==> src/rtl/lsu_pkg.sv <==
// Shared encodings for the load/store unit: access sizes, FSM states, lane selects.
package lsu_pkg;

  localparam logic [1:0] SIZE_B    = 2'b00;
  localparam logic [1:0] SIZE_H    = 2'b01;
  localparam logic [1:0] SIZE_W    = 2'b10;
  localparam logic [1:0] SIZE_RSVD = 2'b11;

  typedef enum logic {
    IDLE  = 1'b0,
    ST_HI = 1'b1
  } lsu_state_e;

  localparam logic [3:0] SEL_NONE = 4'b0000;
  localparam logic [3:0] SEL_B0   = 4'b0001;
  localparam logic [3:0] SEL_B1   = 4'b0010;
  localparam logic [3:0] SEL_B2   = 4'b0100;
  localparam logic [3:0] SEL_B3   = 4'b1000;
  localparam logic [3:0] SEL_W    = 4'b1111;

  function automatic logic [3:0] lane_sel(input logic [1:0] lane);
    logic [3:0] sel;
    case (lane)
      2'd0:    sel = SEL_B0;
      2'd1:    sel = SEL_B1;
      2'd2:    sel = SEL_B2;
      2'd3:    sel = SEL_B3;
      default: sel = SEL_NONE;
    endcase
    return sel;
  endfunction

endpackage

==> src/rtl/lsu_load_ext.sv <==
// Load-data lane extraction with sign or zero extension to 32 bits.
module lsu_load_ext
  import lsu_pkg::*;
(
  input  logic [31:0] mem_dout_i,
  input  logic [1:0]  addr_lo_i,
  input  logic [1:0]  size_i,
  input  logic        unsigned_i,
  output logic [31:0] data_o
);

  logic [7:0]  byte_s;
  logic [15:0] half_s;

  // Pick the addressed lane and extend it.
  always_comb begin
    byte_s = 8'h00;
    half_s = 16'h0000;
    data_o = 32'h0000_0000;
    case (addr_lo_i)
      2'd0:    byte_s = mem_dout_i[7:0];
      2'd1:    byte_s = mem_dout_i[15:8];
      2'd2:    byte_s = mem_dout_i[23:16];
      2'd3:    byte_s = mem_dout_i[31:24];
      default: byte_s = 8'h00;
    endcase
    if (addr_lo_i[1]) begin
      half_s = mem_dout_i[31:16];
    end else begin
      half_s = mem_dout_i[15:0];
    end
    case (size_i)
      SIZE_B:  data_o = {{24{~unsigned_i & byte_s[7]}}, byte_s};
      SIZE_H:  data_o = {{16{~unsigned_i & half_s[15]}}, half_s};
      default: data_o = mem_dout_i;
    endcase
  end

endmodule

==> src/rtl/lsu_mem_if.sv <==
// Load/store unit in front of a word-organised data memory; halfword stores take two byte writes.
// Build option: define LSU_MISALIGN_TRAP_EN to reject misaligned/reserved requests with rsp_err.
module lsu_mem_if
  import lsu_pkg::*;
#(
  parameter int ADDR_W = 10,
  parameter int XLEN   = 32
) (
  input  logic              CLK,
  input  logic              RST_N,
  input  logic              req_valid,
  output logic              req_ready,
  input  logic              req_we,
  input  logic [1:0]        req_size,
  input  logic              req_unsigned,
  input  logic [XLEN-1:0]   req_addr,
  input  logic [XLEN-1:0]   req_wdata,
  output logic              rsp_valid,
  output logic [XLEN-1:0]   rsp_rdata,
  output logic              rsp_err,
  output logic [ADDR_W-1:0] mem_addr,
  output logic [XLEN-1:0]   mem_din,
  output logic              mem_we,
  output logic [3:0]        mem_sel,
  input  logic [XLEN-1:0]   mem_dout
);

  lsu_state_e        state_q, state_d;
  logic [ADDR_W-1:0] addr_q;
  logic              lane_hi_q;
  logic [7:0]        hi_byte_q;
  logic              rsp_valid_q, rsp_valid_d;
  logic [XLEN-1:0]   rsp_rdata_q, rsp_rdata_d;
  logic              rsp_err_q, rsp_err_d;

  logic [1:0]        size_eff_s;
  logic [1:0]        addr_lo_s;
  logic              err_s;
  logic [XLEN-1:0]   load_data_s;
  logic              unused_addr_hi_s;

  assign unused_addr_hi_s = ^req_addr[XLEN-1:ADDR_W+2];
  assign req_ready = (state_q == IDLE);
  assign rsp_valid = rsp_valid_q;
  assign rsp_rdata = rsp_rdata_q;
  assign rsp_err   = rsp_err_q;

  // Alignment policy: either trap bad requests or force-align them.
  always_comb begin
    size_eff_s = req_size;
    addr_lo_s  = req_addr[1:0];
    err_s      = 1'b0;
`ifdef LSU_MISALIGN_TRAP_EN
    case (req_size)
      SIZE_B:  err_s = 1'b0;
      SIZE_H:  err_s = req_addr[0];
      SIZE_W:  err_s = |req_addr[1:0];
      default: err_s = 1'b1;
    endcase
`else
    case (req_size)
      SIZE_B:  addr_lo_s = req_addr[1:0];
      SIZE_H:  addr_lo_s = {req_addr[1], 1'b0};
      default: begin
        size_eff_s = SIZE_W;
        addr_lo_s  = 2'b00;
      end
    endcase
`endif
  end

  lsu_load_ext u_load_ext (
    .mem_dout_i (mem_dout),
    .addr_lo_i  (addr_lo_s),
    .size_i     (size_eff_s),
    .unsigned_i (req_unsigned),
    .data_o     (load_data_s)
  );

  // Next state, memory drive and response for the cycle.
  always_comb begin
    state_d     = state_q;
    mem_addr    = {ADDR_W{1'b0}};
    mem_din     = {XLEN{1'b0}};
    mem_we      = 1'b0;
    mem_sel     = SEL_NONE;
    rsp_valid_d = 1'b0;
    rsp_rdata_d = rsp_rdata_q;
    rsp_err_d   = rsp_err_q;
    case (state_q)
      IDLE: begin
        if (req_valid) begin
          mem_addr = req_addr[ADDR_W+1:2];
          if (err_s) begin
            rsp_valid_d = 1'b1;
            rsp_rdata_d = {XLEN{1'b0}};
            rsp_err_d   = 1'b1;
          end else if (req_we) begin
            mem_we = 1'b1;
            case (size_eff_s)
              SIZE_B: begin
                mem_sel     = lane_sel(addr_lo_s);
                mem_din     = {4{req_wdata[7:0]}};
                rsp_valid_d = 1'b1;
                rsp_rdata_d = {XLEN{1'b0}};
                rsp_err_d   = 1'b0;
              end
              SIZE_H: begin
                mem_sel = lane_sel({addr_lo_s[1], 1'b0});
                mem_din = {4{req_wdata[7:0]}};
                state_d = ST_HI;
              end
              default: begin
                mem_sel     = SEL_W;
                mem_din     = req_wdata;
                rsp_valid_d = 1'b1;
                rsp_rdata_d = {XLEN{1'b0}};
                rsp_err_d   = 1'b0;
              end
            endcase
          end else begin
            mem_sel     = SEL_W;
            rsp_valid_d = 1'b1;
            rsp_rdata_d = load_data_s;
            rsp_err_d   = 1'b0;
          end
        end else begin
          mem_sel = SEL_NONE;
        end
      end
      ST_HI: begin
        mem_addr    = addr_q;
        mem_sel     = lane_sel({lane_hi_q, 1'b1});
        mem_din     = {4{hi_byte_q}};
        mem_we      = 1'b1;
        rsp_valid_d = 1'b1;
        rsp_rdata_d = {XLEN{1'b0}};
        rsp_err_d   = 1'b0;
        state_d     = IDLE;
      end
      default: state_d = IDLE;
    endcase
  end

  // State, held halfword upper byte and registered response.
  always_ff @(posedge CLK or negedge RST_N) begin
    if (!RST_N) begin
      state_q     <= IDLE;
      addr_q      <= {ADDR_W{1'b0}};
      lane_hi_q   <= 1'b0;
      hi_byte_q   <= 8'h00;
      rsp_valid_q <= 1'b0;
      rsp_rdata_q <= {XLEN{1'b0}};
      rsp_err_q   <= 1'b0;
    end else begin
      state_q     <= state_d;
      rsp_valid_q <= rsp_valid_d;
      rsp_rdata_q <= rsp_rdata_d;
      rsp_err_q   <= rsp_err_d;
      if (req_valid && (state_q == IDLE)) begin
        addr_q    <= req_addr[ADDR_W+1:2];
        lane_hi_q <= req_addr[1];
        hi_byte_q <= req_wdata[15:8];
      end else begin
        addr_q    <= addr_q;
        lane_hi_q <= lane_hi_q;
        hi_byte_q <= hi_byte_q;
      end
    end
  end

endmodule

==> config.mk <==
export PLATFORM = sky130hd
export DESIGN_NAME = lsu_mem_if
export DESIGN_NICKNAME = d
export VERILOG_FILES = /design/src/rtl/lsu_pkg.sv /design/src/rtl/lsu_load_ext.sv /design/src/rtl/lsu_mem_if.sv
export SDC_FILE = /design/constraint.sdc
export NUM_CORES = 1
export LEC_CHECK = 0
export ABC_CLOCK_PERIOD_IN_PS = 2000
export CAP_MARGIN = 15
export CORE_AREA = 5 5 119 121
export CTS_CLUSTER_SIZE = 16
export DETAILED_ROUTE_END_ITERATION = 16
export DIE_AREA = 0 0 124 126
export GPL_TIMING_DRIVEN = 0
export PLACE_DENSITY_LB_ADDON = 0.15
export SLEW_MARGIN = 20
export SYNTH_ARGS = -nofsm -noshare
export SYNTH_HDL_FRONTEND = slang
export SYNTH_SLANG_ARGS = --single-unit
==> constraint.sdc <==
create_clock -name CLK -period 2 [get_ports CLK]
set_input_delay 0.4 -clock CLK [delete_from_list [all_inputs] [get_ports CLK]]
set_output_delay 0.4 -clock CLK [all_outputs]
set_load 0.005 [all_outputs]
* Yosys cells after proc, flatten, opt, wreduce, memory -nomap -nowiden
Index checks and enable logic that the tools add are counted.
Word-level totals: bits in registers 54, input port bits 103, word-level logic and storage cells 64
Operators by class: equality and inequality tests 7, multiplexer cells 37, bitwise operators 6, reduce and logical (&&, ||, !) cells 7
Operators with widths (count):
- 32-bit two-way mux | 6
- 32-bit one-hot mux with 2 select lines | 3
- 4-bit one-hot mux with 2 select lines | 4
- 8-bit one-hot mux with 4 select lines | 1
- 10-bit one-hot mux with 2 select lines | 1
- 16-bit two-way mux | 1
- 4-bit one-hot mux with 4 select lines | 1
- 1-bit two-way mux | 11
- 10-bit two-way mux | 1
- 4-bit two-way mux | 2
- 1-bit one-hot mux with 2 select lines | 4
- 2-bit by 1-bit equality test with 1-bit output (second input constant) | 3
- 2-bit zero test | 3
- 2-bit equality test (second input constant) | 2
- 1-bit NOT | 4
- 2-bit one-hot mux with 2 select lines | 1
- 2-bit OR reduction | 2
- 3-bit != test (second input constant) | 1
- 1-bit AND | 2
- 2-bit two-way mux | 1
- 2-bit != test (second input constant) | 1
- 2-bit AND reduction | 1
- 1-bit logical AND | 1

* Longest topological paths before layout
depth after elaboration 9, gate-level depth with buffers 8, depth with buffers taken out 4

* Modules after synthesis
Synthesis repeated with hierarchy kept, for this count alone.
Second synthesis, totals: cells, all modules 424, area total of the unflattened synthesis 3519.6 µm²
Modules (own cells, without submodules):
- lsu_mem_if | times used 1, cells each 291, area each 2536.2 µm², sequential area each 1326.3 µm²
- lsu_load_ext | times used 1, cells each 133, area each 983.4 µm², sequential area each 0.0 µm²

* Least setup slack after synthesis
No wires, ideal clock.
path kind input-to-output, start input port req_size[1], end output port mem_din[23], arrival 1307 ps, data required time 1600 ps, slack 293 ps, stages on the path 5, buffers on the path 3, cells stage by stage buf_2 > buf_2 > clkbuf_1 > a21oi_1 > o21ai_0
Between the ends: cells in the longest elaborated chain, start to end 9, elaborated cells between the ends (all ways) 11
RTL lines:
- from (decl) | line lsu_mem_if.sv:14 | input logic [1:0] req_size,
- 2-bit by 1-bit equality test with 1-bit output / 2-bit zero test (equally long branches) | line lsu_mem_if.sv:61 | case (req_size)
- 2-bit OR reduction (no source line)
- 2-bit two-way mux * | line lsu_mem_if.sv:61
- 2-bit by 1-bit equality test with 1-bit output / 2-bit zero test (equally long branches) | line lsu_mem_if.sv:100 | case (size_eff_s)
- 2-bit OR reduction (no source line) *
- 32-bit two-way mux * | line lsu_mem_if.sv:100
- 32-bit two-way mux * | line lsu_mem_if.sv:98 | end else if (req_we) begin
- 32-bit two-way mux * | line lsu_mem_if.sv:92 | if (req_valid) begin
- 32-bit one-hot mux with 2 select lines * | line lsu_mem_if.sv:90 | case (state_q)
- to (decl) | line lsu_mem_if.sv:22 | output logic [XLEN-1:0] mem_din,
Every way passes the cells marked *; elsewhere a longest branch is shown, timed or not.

* Worst setup path in the final report
start register state_q, end output port mem_din[0]
Between the ends: cells in the longest elaborated chain, start to end 2
RTL lines:
- from (decl) | line lsu_mem_if.sv:28 | lsu_state_e state_q, state_d;
- from (signal assigned) | line lsu_mem_if.sv:156 | state_q <= state_d;
- 1-bit NOT
- 32-bit one-hot mux with 2 select lines * | line lsu_mem_if.sv:90
Marks and branches as above.

==> impl.org <==
** Timing
- The number of pins exceeding their max-slew limit in the final report came to 0.
- Setup-violating endpoint count in the final report :: 12
- Worst-case setup margin in the final layout :: -0.0540 ns
- Final hold analysis gives a worst-case slack of 0.0116 ns.
- Setup repair after global routing could not meet its margin everywhere.
- Transition time of the tightest slew-check pin :: 0.586 ns
- Hold violation total from the final report :: 0
- Period utilization :: 103%
- Based on the critical path, the design can be clocked at up to 487 MHz.
- Between clock sinks in the finished design, the worst skew comes to 0.00353 ns.
- Worst rel slew slack :: 60.7%
- Setup total negative slack on the finished layout was measured at -0.193 ns.
- The smallest clock period supported by the final layout is computed as ~2.1 ns.

** Floorplan
- DIE HEIGHT :: between 100 and 150 um
- Number of I/O pins :: 185
- Placeable core region :: 0.0130 mm^2
- The die is 124 um wide.
- Number of placement rows :: 42
- Die Area :: around 0.016 mm^2
- Starting utilization of the core area :: 24.2%

** Power and ir drop
- Combinational logic is responsible for around a third of the overall power.
- Dividing total power by cell area gives a power density of between 500 and 600 mW/mm^2.
- In this run the power spent charging and discharging nets is a little over 0.0009 W.
- The analysis attributes to cell leakage a power of 2.39 nW.
- Cell internal power was estimated by the tool at 0.00220 W.
- Registers are responsible for 40.1% of the overall power.
- The clock network burns 28.3% of the power.
- Share of total power consumed by net switching :: 29.5%
- Max IR drop VDD :: between 0.3 and 0.4 mV

** Yosys
- In this run the cell area of the synthesized design comes to around 0.0031 mm^2.
- Flip-flop and latch count after synthesis :: 53
- Yosys mapped a number of flops with a built-in enable equal to 0.
- Among all flip-flop cells after synthesis, the most frequent one is dfrtp_1.
- After synthesis, the mean cell area works out to 8.46 um^2.
- The number of different library cells used by synthesis comes to 35.
- Sequential-to-total area share from yosys stat :: 42.2%
- Cell with the most instances after synthesis :: nand2_1
- In the synthesized netlist, the cells that appear most often are nand2_1 (69), o21ai_0 (54), dfrtp_1 (53), a21oi_1 (34), nor2_1 (25).
- Post-synthesis async set-or-reset flop share :: 100%
- Yosys warning total :: 0
- Ranking of synthesized cells by area :: dfrtp_1 (42%), o21ai_0 (8.6%), nand2_1 (8.3%)
- The number of nets in the synthesized netlist is 474.
- Top cell type's share of synthesized area :: a little over two fifths
- dfrtp_1 takes more of the synthesized area than any other cell.
- Count of mapped cells out of synthesis :: 371

** Status
- Violated checks :: negative setup slack
- Run status :: finished, violations left

** Detailed routing
- Using the TritonRoute via totals, the vias-per-cell ratio works out to approximately 4.7.
- Summed over all layers, the routed wires come to about 13 mm.
- For this block, the initial DRC count from the detailed router was 145.
- After detailed routing, the average wire length per cell comes to between 15 and 20 um.
- Count of vias placed by the detailed router :: 3475
- After detailed routing, the number of remaining DRC violations is 0.
- Number of search-and-repair iterations in the first detailed-routing pass :: 4
- Antenna viol nets, final :: 0

** Clocking
- Clock insertion delay at the later pin of the skew report :: between 0.2 and 0.3 ns
- Num CTS Buffers :: 5
- The tree is rooted in a clkbuf_16.
- Clock tree synthesis found a total of 53 sinks.
- TritonCTS built the clock tree.
- CTS Buffer Depth :: 2
- Post-CTS clock slew at the launch and capture registers of the worst setup and hold paths :: roughly 0.070 ns
- Level count of the clock H-tree :: 2

** Layout
- Excluding fillers, the count of instances in the completed layout stands at about 740.
- N_diodes :: 0
- At the end of the flow, the number of nets in the layout was 661.
- Share of post-route cells with drive strength above 1 :: roughly 31%
- Final design utilization :: 41.8%
- Compared with the post-synthesis result, the final layout area differs by 73.0%.
- Count of fill cells added during filler insertion :: 1366

** GRT
- For this run, the total global-route usage over all layers was measured as between 10% and 20%.
- The via count of the first global-routing pass is approximately 3800.
- Summed over all layers, the global routing overflow is 0.
- The first global-routing pass estimated about 21 mm of wire.
- Number of antenna violations at the first check in global routing :: 0
- Maximum number of pins on one net before global-route repair :: 29

** Placed design
- Global placer's final weighted congestion :: 0.792
- The wire-length estimate of the detail-placed layout is 9.81 mm.
- Post-placement cell count :: 709
- In this run the tool buffered the top-level ports with between 150 and 200 buffer cells.
- Post-place setup slack :: -1.48 ns

** Worst setup path
- Data arrives at the worst endpoint at 1.65 ns.
- Kind of end point of the critical path :: output pin
- Data on the critical path is required at its endpoint by about 1.6 ns.
- The setup check on the worst reg-to-reg path leaves a slack of between 0.1 and 0.15 ns.
- In this run the worst path has a maximum fanout of 5.
- Start-to-end type of the worst setup path :: reg2out
- Worst Setup Start Kind :: flip-flop

** Worst hold path
- In this run the worst hold path is classified as in2async.

** Job
- Max-cap check violation count :: 0
## sequential cells by signal, indices dropped and copies added, names as in the netlist
register / count
hi_byte_q: 8
rsp_rdata: 32
state_q: 1
addr_q: 10
lane_hi_q: 1
rsp_valid: 1
## layout by cell type (no fill, tap or decap), types with 2 or more instances in the layout
master	instances
clkinv_2	2
o211ai_1	9
clkdlybuf4s50_1	110
nor2b_2	2
inv_1	3
nand2_4	3
nor2b_1	9
mux2i_1	8
clkbuf_2	10
clkbuf_16	9
mux2_2	19
nor2_1	25
o21ai_4	2
a21oi_1	32
a21oi_2	3
buf_2	41
nand3_2	2
dfrtp_1	53
clkbuf_1	5
dlygate4sd2_1	2
nor3_1	3
buf_8	4
nand2_1	63
o21ai_2	30
buf_4	13
clkbuf_8	2
or3b_4	2
buf_12	4
o21ai_0	29
nand3_1	3
clkdlybuf4s15_2	2
a22o_1	10
buf_6	8
o21ai_1	14
nand2_2	3
## power groups by stage
stage | sequential (W) | clock (W) | combinational (W)
6_report | 0.00125 | 0.000881 | 0.000985
5_1_grt | 0.00126 | 0.000949 | 0.00108
4_1_cts | 0.00125 | 0.000913 | 0.000972
3_5_place_dp | 0.00127 | 0 | 0.000919
3_3_place_gp | 0.00127 | 0 | 0.000911
2_1_floorplan | 0.00126 | 0 | 0.000337
## metal layers
layer	part of all wire, %	vias to the layer above	GRT usage, %
li1	-	1666	-
met1	41	1633	20.6
met2	47	160	28.1
met3	10	16	6.32
met4	1.4	0	4.32
met5	0	-	0
## timing repair
item,4_1_cts,5_1_grt
setup endpoints to repair,80,77
hold buffers,0,0
pin swaps,21,3
gates resized for setup,263,43
setup buffers,12,6
hold endpoints to repair,0,0
cloned,3,0
## layout make-up
cell class	count	area (um^2)	share of cell area, %
clock inverters	3	17.5	0.323
plain buffers	25	238	4.38
clock buffers	5	125	2.30
inverters	5	18.8	0.346
multi-input cells	286	1840	33.8
well taps	176	220	4.05
repair buffers	182	1650	30.4
flip-flops and latches	53	1330	24.4
## worst max-delay path: stages (launching register included)
cell and delay, ns:
dfrtp_1 0.38, buf_6 0.13, nor2b_4 0.11, buf_8 0.15, and2_4 0.20, buf_6 0.12
buf_6 0.09, nand2_4 0.03, nand2_2 0.06, buf_2 0.10
## final timing paths
| check | start | endpoint | cells after the start |
|---|---|---|---|
| worst max-delay path | state_q | mem_din[0] | 9 |
| worst min-delay path | RST_N | rsp_rdata[3] | 1 |
| worst max register to register | state_q | rsp_rdata[26] | 7 |
| worst min register to register | rsp_rdata[4] | rsp_rdata[4] | 2 |
| max in group asynchronous | RST_N | addr_q[5] | 2 |
| min in group CLK | rsp_rdata[4] | rsp_rdata[4] | 2 |
## kinds of logic (layout without fill, tap and decap cells)
logic type	after synthesis	count (layout)	share of synthesized area [%]
simple gates	123	124	17.4
other cells	1	1	0.119
flops	53	53	42.2
compound gates	134	134	25.7
mux	27	27	9.37
buf+inv	33	220	5.22
## metrics by stage
step / area, um^2 / power (W)
6_report: 5430 / 0.00311
5_1_grt: 5430 / 0.00329
4_1_cts: 5350 / 0.00313
3_5_place_dp: 4990 / 0.00219
3_3_place_gp: 4970 / 0.00218
2_1_floorplan: 3140 / 0.00160
No activity file was read; power rests on OpenSTA's default activity.
